==> src/rtl/pulse_period_meter.sv <==
// rtl/pulse_period_meter.sv - recovers the period of a single-cycle pulse stream
//
// Measures the number of clock cycles between consecutive pulses on i_pulse,
// reports each measurement, tracks period stability and flags missing pulses.
//
// Ports:
//   i_clk      clock, all state updates on the rising edge
//   i_reset_n  synchronous active-low reset
//   i_pulse    event input, one event per rising edge sampled high
//   o_k        last valid measured period in cycles
//   o_valid    one-cycle strobe, o_k was just updated
//   o_locked   period has repeated LOCK_CNT times after the first measurement
//   o_timeout  one-cycle strobe, no event within 2^N-1 cycles
module pulse_period_meter #(
  parameter int N        = 3,
  parameter int LOCK_CNT = 2
) (
  input  logic         i_clk,
  input  logic         i_reset_n,
  input  logic         i_pulse,
  output logic [N-1:0] o_k,
  output logic         o_valid,
  output logic         o_locked,
  output logic         o_timeout
);

  typedef enum logic {
    IDLE  = 1'b0,
    COUNT = 1'b1
  } state_t;

  localparam logic [N-1:0] CNT_MAX  = '1;
  localparam logic [N-1:0] CNT_ONE  = N'(1);
  localparam logic [4:0]   LOCK_THR = 5'(LOCK_CNT);

  state_t       state_q, state_d;
  logic [N-1:0] cnt_q, cnt_d;
  logic [3:0]   match_q, match_d;
  logic         have_k_q, have_k_d;
  logic [N-1:0] k_q, k_d;
  logic         valid_q, valid_d;
  logic         locked_q, locked_d;
  logic         timeout_q, timeout_d;

  // One bit wider than match_q so the lock threshold compare sees the
  // unsaturated increment.
  logic [4:0]   match_inc;

  assign match_inc = {1'b0, match_q} + 5'd1;

  always_comb begin
    state_d   = state_q;
    cnt_d     = cnt_q;
    match_d   = match_q;
    have_k_d  = have_k_q;
    k_d       = k_q;
    valid_d   = 1'b0;
    locked_d  = locked_q;
    timeout_d = 1'b0;

    case (state_q)
      IDLE: begin
        // First event only starts the measurement window.
        if (i_pulse) begin
          cnt_d   = CNT_ONE;
          state_d = COUNT;
        end
      end
      COUNT: begin
        // An event on the terminal count is still a valid period of 2^N-1,
        // so the event branch is checked before the timeout branch.
        if (i_pulse) begin
          k_d      = cnt_q;
          valid_d  = 1'b1;
          have_k_d = 1'b1;
          cnt_d    = CNT_ONE;
          if (have_k_q) begin
            if (cnt_q == k_q) begin
              match_d = (match_q == 4'hF) ? 4'hF : match_q + 4'd1;
              if (match_inc >= LOCK_THR) begin
                locked_d = 1'b1;
              end
            end else begin
              match_d  = 4'd0;
              locked_d = 1'b0;
            end
          end else begin
            match_d = 4'd0;
          end
        end else if (cnt_q == CNT_MAX) begin
          timeout_d = 1'b1;
          locked_d  = 1'b0;
          match_d   = 4'd0;
          have_k_d  = 1'b0;
          state_d   = IDLE;
        end else begin
          cnt_d = cnt_q + CNT_ONE;
        end
      end
    endcase
  end

  always_ff @(posedge i_clk) begin
    if (!i_reset_n) begin
      state_q   <= IDLE;
      cnt_q     <= '0;
      match_q   <= 4'd0;
      have_k_q  <= 1'b0;
      k_q       <= '0;
      valid_q   <= 1'b0;
      locked_q  <= 1'b0;
      timeout_q <= 1'b0;
    end else begin
      state_q   <= state_d;
      cnt_q     <= cnt_d;
      match_q   <= match_d;
      have_k_q  <= have_k_d;
      k_q       <= k_d;
      valid_q   <= valid_d;
      locked_q  <= locked_d;
      timeout_q <= timeout_d;
    end
  end

  assign o_k       = k_q;
  assign o_valid   = valid_q;
  assign o_locked  = locked_q;
  assign o_timeout = timeout_q;

endmodule

==> config.mk <==
export PLATFORM = sky130hd
export DESIGN_NAME = pulse_period_meter
export DESIGN_NICKNAME = d
export VERILOG_FILES = /design/src/rtl/pulse_period_meter.sv
export SDC_FILE = /design/constraint.sdc
export NUM_CORES = 1
export LEC_CHECK = 0
export BUFFER_PORTS_ARGS = -buffer_cell sky130_fd_sc_hd__buf_2
export CORE_AREA = 8 8 49 51
export CTS_CLUSTER_DIAMETER = 60
export DETAILED_ROUTE_END_ITERATION = 8
export DIE_AREA = 0 0 57 59
export GPL_ROUTABILITY_DRIVEN = 0
export PLACE_DENSITY = 0.66
export SYNTH_ARGS = -nofsm -noshare
export SYNTH_HDL_FRONTEND = slang
export SYNTH_SLANG_ARGS = --single-unit
==> constraint.sdc <==
create_clock -name i_clk -period 1.5 [get_ports i_clk]
set_input_delay 0.075 -clock i_clk [delete_from_list [all_inputs] [get_ports i_clk]]
set_output_delay 0.075 -clock i_clk [all_outputs]
set_load 0.02 [all_outputs]
==> results.ini <==
[outcome]
status=finished, final reports clean

[synthesis]
synth-compound-area-share=0.145
synthCells=81
synth-simple-area-share=0.250
synth.net_count=88
seq_area_frac_synth=0.410
synth_xor_area_frac=0.0598
ys_ff_latch=15
ys_warn_count=0
synth_area_um2=732
synth_top_family_by_area=simple AND/OR/NAND/NOR gates
yosysUniqueCellTypes=25
syn_area_per_cell_um2=9.04
muxShareOfSynthArea=0.0427
synthAdderAreaFrac=0.0684

[clock_tree]
cts_max_level=1
cts_max_path_buffers=2
cts_resized=0
clk_latency_ns=0.29
cts_hold_buf=0
root_buffer=clkbuf_4
cts_setup_buffers=0
clk_pin_slew_ns=0.10
cts_tree=yes
cts_buffers=3
clkSinkCount=15

[worst_setup_path]
end_kind=flop
slowest_delay_ns=0.40
critPathRequiredTime_ns=1.74
critPathKind=reg -> reg
worstPathCellList=buf_4 > xor2_1 > nor4_4 > a22o_1 > o211a_1
cp_max_fo=5
cp_data_arrival_time_ns=1.67
slowest_stage=nor4_4
cp-start-kind=flop

[power]
power_mw=0.727
ir_worst_vdd_mv=0.379
leakage_nw=0.374
p_per_area_nw_per_um2=866

[routing]
final_antenna_net_count=0
routed_wl_um=1500
vias_per_cell=5.42
wl_per_cell_um=13.5
dr.pass1.iters=4
vias=602
first_iter_violations=23
drc=0

[worst_hold_path]
hp-class=in -> reg

[placed_design]
numPortBuffers=8
hpwl_um=1070

[sta]
setup_violations=0
period_minus_slack_ns=1.43
slew_violations=0
setup_tns_ns=0
finalCritPeriodShare=0.955
tightest_slew_ns=0.370
fmax_ghz=0.698
skew_ns=0.00791
final_hold_viol_count=0
rsz0062_at_grt=no
slew_headroom=0.752

[die]
die_width_um=57
io_pins=9
coreArea_um2=1650
start_util=0.443
rows=15
dieHeight_um=59
die_area_um2=3360

[finish]
mostFrequentLayoutCell=dfxtp_1
layout_common_cells=dfxtp_1 (15), nand2_1 (14), nand3_1 (9)
fillers=170
n_antenna_cell=0
areaGrowthSynthToFinish_pct=14.7
drive_above_1_share=0.213
finalNetCount=102

[global_route]
grt_max_degree=16
grt_first_pass_wirelength_um=2470
grt_use_total=0.0928
antenna_found_initial=0
grt_overflow=0
grt_pass1_vias=575

[job]
max_cap_violations=0

==> area by class of cell <==
type / count / area (µm²) / share of cell area
multi-input cells: 62 / 417 / 0.496
flip-flops and latches: 15 / 300 / 0.358
repair buffers: 12 / 70.1 / 0.0835
clock buffers: 3 / 22.5 / 0.0268
well taps: 17 / 21.3 / 0.0253
clock inverters: 1 / 5.00 / 0.00596
inverters: 1 / 3.75 / 0.00447
==> registers in the layout, indices dropped and copies added, names as in the netlist <==
signal     cells
o_k            3
o_timeout      1
o_locked       1
have_k_q       1
cnt_q          3
o_valid        1
state_q        1
match_q        4
==> cells in the mapped netlist <==
library cell | n | area share
dfxtp_1 | 15 | 0.41
nand2_1 | 14 | 0.072
nand3_1 | 9 | 0.062
o21ai_0 | 5 | 0.034
a21boi_0 | 4 | 0.041
ha_1 | 4 | 0.068
xor2_1 | 4 | 0.048
nor2_1 | 3 | 0.015
o21a_1 | 3 | 0.031
a21oi_1 | 2 | 0.014
buf_2 | 2 | 0.014
mux2i_1 | 2 | 0.027
nor2b_1 | 2 | 0.017
a22o_1 | 1 | 0.012
and3_1 | 1 | 0.0086
clkbuf_1 | 1 | 0.0051
inv_1 | 1 | 0.0051
mux2_2 | 1 | 0.015
nand2b_1 | 1 | 0.0086
nand3b_1 | 1 | 0.010
nor3b_1 | 1 | 0.010
nor3b_2 | 1 | 0.017
nor4_4 | 1 | 0.029
o211a_1 | 1 | 0.014
xnor2_1 | 1 | 0.012
==> layer usage <==
metal / track usage / vias up / part of all wire
met2: 0.150 / 11 / 0.45
li1: - / 305 / -
met1: 0.103 / 284 / 0.50
met5: 0 / - / 0
met3: 0.0258 / 2 / 0.041
met4: 0.0638 / 0 / 0.0080
==> worst paths after layout <==
| check | start | end | slack, ns | cells after the start |
|---|---|---|---|---|
| setup / recovery | cnt_q[0]$_SDFFE_PN0P_ | o_locked$_SDFFE_PN0P_ | 0.07 | 5 |
| hold / removal | i_reset_n | o_locked$_SDFFE_PN0P_ | 0.15 | 2 |
| setup reg to reg | cnt_q[0]$_SDFFE_PN0P_ | o_locked$_SDFFE_PN0P_ | 0.07 | 5 |
| hold reg to reg | o_k[1]$_SDFFE_PN0P_ | o_k[1]$_SDFFE_PN0P_ | 0.50 | 2 |
==> power by group <==
group          internal (mW)  switching [mW]
combinational         0.0319          0.0415
clock                 0.0991           0.137
sequential             0.408         0.00988
==> stage by stage <==
step	area [µm²]	hold WS [ns]	utilization	cells	worst slack, ns
4_1_cts	837	0.133	0.507	111	0.0741
6_report	840	0.147	0.508	111	0.0676
3_3_place_gp	810	0.443	0.490	107	0.138
3_5_place_dp	810	0.449	0.490	107	0.0907
2_1_floorplan	732	0.226	-	81	0.0886
5_1_grt	840	0.161	0.508	111	0.0163
==> cells by family (layout without fill, tap and decap cells) <==
group / after synthesis / count (layout)
multiplexers: 3 / 3
XOR/XNOR: 5 / 5
buffers and inverters: 4 / 17
flip-flops: 15 / 15
adder cells (fa/ha/maj): 4 / 4
AO/OA/AOI/OAI: 16 / 16
AND/OR/NAND/NOR: 34 / 34
==> critical path: cells and delay by family, from the launching register on <==
family,cells,cell delay (ns)
DFF,1,0.33
buffers and inverters,1,0.15
and+or+nand+nor,1,0.40
AOI/OAI and AO/OA,2,0.34
xor gates and xnor gates,1,0.16
No activity file was read; power rests on OpenSTA's default activity.
